===== src/rtl/uart_secded_rx.sv =====
// UART receiver that reassembles one byte from two SECDED-protected code words (low nibble first).
// Define UART_RX_ERR_CNT_EN to add saturating corrected/uncorrectable nibble counters.
module uart_secded_rx #(
  parameter int DATA_SIZE = 8,
  parameter int SAMPLE    = 16
) (
  input  logic                 clk,
  input  logic                 reset_n,
  input  logic                 s_tick,
  input  logic                 rx,
  input  logic                 rd_ready,
  output logic [DATA_SIZE-1:0] data_out,
  output logic                 data_valid,
  output logic                 sec_err,
  output logic                 ded_err,
  output logic                 frame_err,
`ifdef UART_RX_ERR_CNT_EN
  output logic [15:0]          sec_cnt,
  output logic [15:0]          ded_cnt,
`endif
  output logic                 overrun
);

  localparam int TW  = $clog2(SAMPLE);
  localparam int BW  = $clog2(DATA_SIZE);
  localparam int NIB = DATA_SIZE / 2;
  localparam logic [TW-1:0] TICK_MID  = TW'(SAMPLE / 2 - 1);
  localparam logic [TW-1:0] TICK_LAST = TW'(SAMPLE - 1);
  localparam logic [BW-1:0] BIT_LAST  = BW'(DATA_SIZE - 1);

  typedef enum logic [1:0] {IDLE, START, DATA, STOP} state_e;

  state_e                 state_q, state_d;
  logic [1:0]             sync_q, sync_d;
  logic [TW-1:0]          tick_q, tick_d;
  logic [BW-1:0]          bit_cnt_q, bit_cnt_d;
  logic [DATA_SIZE-1:0]   shift_q, shift_d;
  logic                   phase_q, phase_d;
  logic [NIB-1:0]         lo_nib_q, lo_nib_d;
  logic                   lo_sec_q, lo_sec_d;
  logic                   lo_ded_q, lo_ded_d;
  logic [DATA_SIZE-1:0]   data_out_q, data_out_d;
  logic                   data_valid_q, data_valid_d;
  logic                   sec_err_q, sec_err_d;
  logic                   ded_err_q, ded_err_d;
  logic                   frame_err_q, frame_err_d;
  logic                   overrun_q, overrun_d;
`ifdef UART_RX_ERR_CNT_EN
  logic [15:0]            sec_cnt_q, sec_cnt_d;
  logic [15:0]            ded_cnt_q, ded_cnt_d;
`endif

  logic                   rx_sync;
  logic                   word_ok;
  logic                   frame_bad;
  logic                   byte_done;
  logic [2:0]             syn;
  logic                   par;
  logic [DATA_SIZE-1:0]   corr;
  logic [NIB-1:0]         nib;
  logic                   nib_sec;
  logic                   nib_ded;

  assign rx_sync = sync_q[1];
  assign sync_d  = {sync_q[0], rx};

  always_ff @(posedge clk or negedge reset_n) begin
    if (!reset_n) state_q <= IDLE;
    else          state_q <= state_d;
  end

  always_comb begin
    state_d = state_q;
    case (state_q)
      IDLE:  if (!rx_sync) state_d = START;
      START: if (s_tick && tick_q == TICK_MID) state_d = rx_sync ? IDLE : DATA;
      DATA:  if (s_tick && tick_q == TICK_LAST && bit_cnt_q == BIT_LAST) state_d = STOP;
      STOP:  if (s_tick && tick_q == TICK_LAST) state_d = IDLE;
      default: state_d = IDLE;
    endcase
  end

  // Bit timing: START counts to mid-bit, after which every sample lands SAMPLE ticks later.
  always_comb begin
    tick_d    = tick_q;
    bit_cnt_d = bit_cnt_q;
    shift_d   = shift_q;
    word_ok   = 1'b0;
    frame_bad = 1'b0;
    case (state_q)
      IDLE: begin
        tick_d    = '0;
        bit_cnt_d = '0;
      end
      START: if (s_tick) tick_d = (tick_q == TICK_MID) ? '0 : tick_q + 1'b1;
      DATA: if (s_tick) begin
        if (tick_q == TICK_LAST) begin
          tick_d    = '0;
          shift_d   = {rx_sync, shift_q[DATA_SIZE-1:1]};
          bit_cnt_d = bit_cnt_q + 1'b1;
        end else begin
          tick_d = tick_q + 1'b1;
        end
      end
      STOP: if (s_tick) begin
        if (tick_q == TICK_LAST) begin
          tick_d    = '0;
          word_ok   = rx_sync;
          frame_bad = !rx_sync;
        end else begin
          tick_d = tick_q + 1'b1;
        end
      end
      default: tick_d = '0;
    endcase
  end

  // Extended Hamming decode; a nonzero syndrome names the 1-based position of the bad bit.
  always_comb begin
    syn  = {shift_q[3] ^ shift_q[4] ^ shift_q[5] ^ shift_q[6],
            shift_q[1] ^ shift_q[2] ^ shift_q[5] ^ shift_q[6],
            shift_q[0] ^ shift_q[2] ^ shift_q[4] ^ shift_q[6]};
    par  = ^shift_q;
    corr = shift_q;
    if (syn != 3'd0 && par) begin
      for (int i = 0; i < 7; i++) begin
        if (syn == 3'(i + 1)) corr[i] = ~shift_q[i];
      end
    end
    nib     = {corr[6], corr[5], corr[4], corr[2]};
    nib_sec = par;
    nib_ded = (syn != 3'd0) && !par;
  end

  // data_valid/rd_ready: a byte is consumed on any clk edge where both are high.
  always_comb begin
    phase_d      = phase_q;
    lo_nib_d     = lo_nib_q;
    lo_sec_d     = lo_sec_q;
    lo_ded_d     = lo_ded_q;
    byte_done    = 1'b0;
    data_out_d   = data_out_q;
    data_valid_d = data_valid_q && !rd_ready;
    sec_err_d    = sec_err_q;
    ded_err_d    = ded_err_q;
    frame_err_d  = frame_bad;
    overrun_d    = 1'b0;
    if (frame_bad) begin
      phase_d = 1'b0;
    end else if (word_ok) begin
      if (!phase_q) begin
        lo_nib_d = nib;
        lo_sec_d = nib_sec;
        lo_ded_d = nib_ded;
        phase_d  = 1'b1;
      end else begin
        byte_done = 1'b1;
        phase_d   = 1'b0;
      end
    end
    if (byte_done) begin
      if (!data_valid_q || rd_ready) begin
        data_out_d   = {nib, lo_nib_q};
        sec_err_d    = nib_sec || lo_sec_q;
        ded_err_d    = nib_ded || lo_ded_q;
        data_valid_d = 1'b1;
      end else begin
        overrun_d = 1'b1;
      end
    end
  end

`ifdef UART_RX_ERR_CNT_EN
  always_comb begin
    sec_cnt_d = sec_cnt_q;
    ded_cnt_d = ded_cnt_q;
    if (word_ok && nib_sec && sec_cnt_q != 16'hFFFF) sec_cnt_d = sec_cnt_q + 16'd1;
    if (word_ok && nib_ded && ded_cnt_q != 16'hFFFF) ded_cnt_d = ded_cnt_q + 16'd1;
  end

  always_ff @(posedge clk or negedge reset_n) begin
    if (!reset_n) begin
      sec_cnt_q <= '0;
      ded_cnt_q <= '0;
    end else begin
      sec_cnt_q <= sec_cnt_d;
      ded_cnt_q <= ded_cnt_d;
    end
  end

  assign sec_cnt = sec_cnt_q;
  assign ded_cnt = ded_cnt_q;
`endif

  always_ff @(posedge clk or negedge reset_n) begin
    if (!reset_n) begin
      sync_q       <= 2'b11;
      tick_q       <= '0;
      bit_cnt_q    <= '0;
      shift_q      <= '0;
      phase_q      <= 1'b0;
      lo_nib_q     <= '0;
      lo_sec_q     <= 1'b0;
      lo_ded_q     <= 1'b0;
      data_out_q   <= '0;
      data_valid_q <= 1'b0;
      sec_err_q    <= 1'b0;
      ded_err_q    <= 1'b0;
      frame_err_q  <= 1'b0;
      overrun_q    <= 1'b0;
    end else begin
      sync_q       <= sync_d;
      tick_q       <= tick_d;
      bit_cnt_q    <= bit_cnt_d;
      shift_q      <= shift_d;
      phase_q      <= phase_d;
      lo_nib_q     <= lo_nib_d;
      lo_sec_q     <= lo_sec_d;
      lo_ded_q     <= lo_ded_d;
      data_out_q   <= data_out_d;
      data_valid_q <= data_valid_d;
      sec_err_q    <= sec_err_d;
      ded_err_q    <= ded_err_d;
      frame_err_q  <= frame_err_d;
      overrun_q    <= overrun_d;
    end
  end

  assign data_out   = data_out_q;
  assign data_valid = data_valid_q;
  assign sec_err    = sec_err_q;
  assign ded_err    = ded_err_q;
  assign frame_err  = frame_err_q;
  assign overrun    = overrun_q;

endmodule


===== config.mk =====
export PLATFORM = sky130hd
export DESIGN_NAME = uart_secded_rx
export DESIGN_NICKNAME = d
export VERILOG_FILES = /design/src/rtl/uart_secded_rx.sv
export SDC_FILE = /design/constraint.sdc
export NUM_CORES = 1
export LEC_CHECK = 0
export CAP_MARGIN = 40
export CORE_MARGIN = 2
export CORE_UTILIZATION = 40
export DETAILED_ROUTE_END_ITERATION = 8
export GPL_ROUTABILITY_DRIVEN = 0
export PLACE_DENSITY = 0.68
export SLEW_MARGIN = 20
export SYNTH_ARGS = -nofsm -noshare
export SYNTH_HDL_FRONTEND = slang
export SYNTH_SLANG_ARGS = --single-unit

===== constraint.sdc =====
create_clock -name clk -period 2.55 [get_ports clk]
set_input_delay 0.51 -clock clk [delete_from_list [all_inputs] [get_ports clk]]
set_output_delay 0.51 -clock clk [all_outputs]
set_load 0.005 [all_outputs]

==> results.toml, run 1 <==
[clock_network]
clk_latency_ps = 290
cts.clk_slew.worst_paths_ps = 70
cts_made_buffers = 5
clock-sinks = 39
cts-hold-fix-buffers = 0
h-tree-depth = 2
cts_max_path_buffers = 2
cts_tree = "built"
cts-root-buf = "clkbuf_8"
post_cts_resize_count = 0
postCtsSetupRepairBufs = 0

[die]
num_io_pins = 18
start_util_pct = 40.70
dieArea_um2 = 5309
core_area_um2 = 4661
die_w_um = 72.86
fp-row-count = 25
die_y_um = 72.86

[critical_path]
worstPathArrival_ps = 2400
r2r.worst_path.cells = 5
cp-end-kind = "register"
required_ps = 2730
crit_type = "input pin to register"
start_kind = "input pin"
path_max_fanout = 8

[timing]
setup_viol = 0
min_period_ps = 2224
setup-tns-final_ps = 0
fmax_mhz = 449.6
finalHoldViolations = 0
period_share_pct = 87.23
final-max-slew-violation-count = 0
max_slew_margin_pct = 67.27
fin_skew_ps = 3.745
tightest_slew_ps = 487.5
rsz0062_at_grt = "no"

[global_routing]
grt_overflow = 0
antenna_found_initial = 0
grt_usage_pct = 12.88
grt_pass1_wl_mm = 5.161
grtUsageMet3_pct = 4.282
grt_max_degree = 27
busiest_layer = "met2"
grt_pass1_vias = 1141
gr-usage-met2_pct = 19.60
grtUsageMet1_pct = 16.50

[logic_synthesis]
yosysTopAreaCellShare_pct = 48.81
yosysWarnings = 0
syn_nets = 171
synth_edf_count = 0
synth_most_common_cell = "dfrtp_1"
synthTopCellsByArea = "dfrtp_1, mux2_2, xnor2_1"
syn_inst = 163
async_flop_share_pct = 100.0
ys_types = 41
synth_top_cell_by_area = "dfrtp_1"
synth-main-ff-cell = "dfrtp_1"
synthTopCellsByCount = "dfrtp_1, nor2_1, mux2_2"
synth.avg_cell_area_um2 = 11.64
synth-seq-cells = 39
syn_area_um2 = 1897
ys_seq_area_share_pct = 51.58

[drt]
wl_mm = 2.940
dr_total_vias = 1253
drtPass1Iterations = 4
drt_iter0_markers = 43
routedWlPerCell_um = 12.05
drc_errors = 0
viasPerCell = 5.135
ant_nets = 0

[job]
max_cap_violations = 0

[placed_design]
dpl.hpwl_mm = 2.224
placed_cells = 236
portBuffers = 17

[layout]
fin_cells = 244
syn2layout_area_growth_pct = 18.60
fin_nets = 197
drive_gt1_share_pct = 25.79
antennaDiodeCount = 0

[run_status]
status = "finished, final reports clean"

[power_and_ir_drop]
power_mw = 1.573
power.leakage_nw = 1.009
power.density_nw_per_um2 = 699.2
ir_drop_uv = 252.3

[min_path]
min_path_type = "input pin to async pin"
==> metrics by stage <==
stage	area, um^2	util (%)	worst slack (ps)	hold WS (ps)
final	2250	48.27	325.7	116.0
after detailed placement	2150	46.12	8.486	347.9
after global routing	2250	48.27	182.9	130.9
after CTS	2250	48.27	322.1	115.1
after floorplan	1897	-	514.2	214.4
after global placement	2130	45.69	30.26	346.1
==> critical path, stage by stage <==
cell and delay, ps:
clkdlybuf4s50_1 540, nand4_4 110, or4_4 510, nor2b_2 350
mux2_2 380
==> metal layers <==
layer / routed length, um / vias to the layer above
li1: - / 620
met1: 1406 / 595
met2: 1324 / 32
met3: 136 / 6
met4: 73 / 0
met5: 0 / -
==> logic make-up (layout without fill, tap and decap cells) <==
family	count (synthesis)	after routing	share of synthesized area [%]
AOI/OAI and AO/OA	31	31	11.28
xor gates and xnor gates	18	18	9.103
adders and majority gates	3	3	1.979
buffers and inverters	11	38	3.760
DFF	39	39	51.58
muxes	16	16	9.367
and+or+nand+nor	45	45	12.93
==> state kept, by name (all words and copies together) (netlist names), 2 cells and up, named ones only <==
name and cells:
lo_nib_q 4, tick_q 4, data_out 8, shift_q 8, bit_cnt_q 3, sync_q 2
==> power breakdown <==
| part | switching [mW] | internal (mW) | leakage, nW | total [mW] |
|---|---|---|---|---|
| registers | 0.0991 | 0.709 | 0.509 | 0.808 |
| clock network | 0.205 | 0.247 | 0.0515 | 0.452 |
| logic | 0.172 | 0.141 | 0.448 | 0.313 |
| total | 0.476 | 1.10 | 1.01 | 1.57 |
==> final timing paths <==
| check | start | to | slack (ps) |
|---|---|---|---|
| min in group clk | sync_q[0]$_DFF_PN1_ | sync_q[1]$_DFF_PN1_ | 360 |
| max reg2reg | tick_q[0]$_DFFE_PN0P_ | data_out[3]$_DFFE_PN0P_ | 390 |
| max in group asynchronous | reset_n | data_out[5]$_DFFE_PN0P_ | 1990 |
| min | reset_n | tick_q[3]$_DFFE_PN0P_ | 120 |
| max | s_tick | data_out[3]$_DFFE_PN0P_ | 330 |
| min reg2reg | sync_q[0]$_DFF_PN1_ | sync_q[1]$_DFF_PN1_ | 360 |
==> area by class of cell <==
| class | count | area (um^2) |
|---|---|---|
| Fill cell | 438 | 2411 |
| Sequential cell | 39 | 978.4 |
| Clock buffer | 8 | 100.1 |
| Multi-Input combinational cell | 113 | 847.1 |
| Tap cell | 54 | 67.56 |
| Inverter | 5 | 18.77 |
| Timing Repair Buffer | 25 | 237.7 |
==> placed cells by master, fill, tap and decap left out, types with 2 or more instances in the layout <==
| cell | Yosys | routed |
|---|---|---|
| clkbuf_8 | 0 | 7 |
| mux2_2 | 14 | 14 |
| xor2_1 | 6 | 6 |
| inv_1 | 5 | 5 |
| nor3_1 | 4 | 4 |
| ha_1 | 3 | 3 |
| nor3_2 | 2 | 2 |
| a22oi_1 | 2 | 2 |
| nand2_1 | 9 | 9 |
| clkdlybuf4s50_1 | 0 | 16 |
| nor2_2 | 2 | 2 |
| buf_4 | 1 | 7 |
| a31oi_2 | 2 | 2 |
| dfrtp_1 | 37 | 37 |
| nor2_1 | 15 | 15 |
| a21o_1 | 2 | 2 |
| xnor2_1 | 10 | 10 |
| a21oi_2 | 3 | 3 |
| a31oi_1 | 3 | 3 |
| o21ai_0 | 7 | 7 |
| nand2b_1 | 3 | 3 |
| mux2i_1 | 2 | 2 |
| dfstp_2 | 2 | 2 |
| a21oi_1 | 7 | 7 |
| nand3_1 | 3 | 3 |
Note: power is estimated with default switching activity, not from simulation.
==> inputs of run 2 (changes only) <==
CAP_MARGIN = 20   (was 40)
TNS_END_PERCENT = 10   (was not set)
==> run 2 against run 1 <==
  * First-iteration DRC count up 35%
  * Global-route usage fell by 0.062 points
  * Wire length decreased by 1.1%
  * Largest cell class unchanged
==> results.toml, run 2 (synthesized netlist as in run 1, its figures left out) <==
[run_status]
status = "finished, final reports clean"

[die]
dieArea_um2 = 5309
core_area_um2 = 4661
num_io_pins = 18
fp-row-count = 25
die_w_um = 72.86
start_util_pct = 40.70
die_y_um = 72.86

[layout]
fin_nets = 196
mostFrequentLayoutCells = "dfrtp_1, clkdlybuf4s50_1, nor2_1"
fin_cells = 243
drive_gt1_share_pct = 25.40
syn2layout_area_growth_pct = 17.55
antennaDiodeCount = 0
final_core_util_pct = 47.84
final_common_cell = "dfrtp_1"
final_cell_area_um2 = 2230

[power_and_ir_drop]
power.leakage_nw = 0.9992
power_mw = 1.569
power.density_nw_per_um2 = 703.6
ir_drop_uv = 263.4

[global_routing]
grt_pass1_vias = 1144
antenna_found_initial = 0
grtUsageMet3_pct = 4.144
grt_max_degree = 40
busiest_layer = "met2"
grt_overflow = 0
grt_usage_pct = 12.82
grtUsageMet1_pct = 17.02
grt_pass1_wl_mm = 5.223
gr-usage-met2_pct = 19.19

[placed_design]
place_area_um2 = 2130
dpl.hpwl_mm = 2.125
placed_cells = 235
portBuffers = 17

[critical_path]
rrSetupSlack_ps = 420
worstPathArrival_ps = 2380
required_ps = 2730
cp_top_family = "simple AND/OR/NAND/NOR gates"
cp_slowest_cell = "clkdlybuf4s50_1"
cp-end-kind = "register"
crit_type = "input pin to register"
crit_chain = "clkdlybuf4s50_1, nand4_4, or4_4, nor2b_2, mux2_2"
start_kind = "input pin"
path_max_fanout = 8
cp_num_buf_inv = 1
cpPeakStageDelay_ps = 540

[timing]
finalHoldViolations = 0
fmax_mhz = 454.2
period_share_pct = 86.34
min_period_ps = 2202
rsz0062_at_grt = "no"
tightest_slew_ps = 846.1
final-max-slew-violation-count = 0
setup-tns-final_ps = 0
max_slew_margin_pct = 43.60
fin_skew_ps = 3.867
setup_viol = 0

[clock_network]
post_cts_resize_count = 0
cts-root-buf = "clkbuf_8"
cts-hold-fix-buffers = 0
postCtsSetupRepairBufs = 0
cts.clk_slew.worst_paths_ps = 70
clk_latency_ps = 290
cts_made_buffers = 5
cts_tree = "built"
clock-sinks = 39
cts_max_path_buffers = 2
h-tree-depth = 2

[drt]
drtPass1Iterations = 4
wl_mm = 2.908
ant_nets = 0
viasPerCell = 5.128
drt_iter0_markers = 58
dr_total_vias = 1246
routedWlPerCell_um = 11.97
drc_errors = 0

[min_path]
min_path_type = "input pin to async pin"

[job]
max_cap_violations = 0
[run 2: cell types whose count changed in the layout (fill, tap and decap cells not counted)]
cell,before,now
buf_12,1,0
[run 2: final timing paths]
check | startpoint | to | cells after the start
max in group asynchronous | reset_n | tick_q[0]$_DFFE_PN0P_ | 1
max reg2reg | tick_q[0]$_DFFE_PN0P_ | data_out[3]$_DFFE_PN0P_ | 5
min in group clk | sync_q[0]$_DFF_PN1_ | sync_q[1]$_DFF_PN1_ | 0
max | s_tick | data_out[3]$_DFFE_PN0P_ | 5
min | reset_n | tick_q[3]$_DFFE_PN0P_ | 1
min reg2reg | sync_q[0]$_DFF_PN1_ | sync_q[1]$_DFF_PN1_ | 0
[run 2: metal layers]
metal  vias up  wire length [um]  share of wire [%]
li1        617                 -                  -
met1       598              1475                 51
met2        27              1257                 43
met3         4               126                4.3
met4         0                50                1.7
met5         -                 0                  0
[run 2: metrics by stage]
stage	worst slack (ps)	hold slack, ps
floorplan	514.2	214.4
global placement	30.26	346.1
detailed placement	16.20	347.9
CTS	326.0	352.3
global route	197.5	366.2
finish	348.4	321.1
[run 2: area by class of cell]
type,instances,area (um^2)
Clock buffer,8,100.1
Fill cell,440,2431
Inverter,5,18.77
Multi-Input combinational cell,113,847.1
Sequential cell,39,978.4
Tap cell,54,67.56
Timing Repair Buffer,24,217.7
[run 2: where the power goes]
part | leakage, nW | switching (mW) | internal [mW]
registers | 0.509 | 0.100 | 0.709
clock network | 0.0515 | 0.203 | 0.247
logic | 0.438 | 0.171 | 0.139
[run 2: worst reg2reg max path: cells and delay by family, from the launching register on]
| family | cells | cell delay [ps] |
|---|---|---|
| DFF | 1 | 410 |
| adders and majority gates | 1 | 290 |
| and+or+nand+nor | 3 | 940 |
| muxes | 1 | 380 |
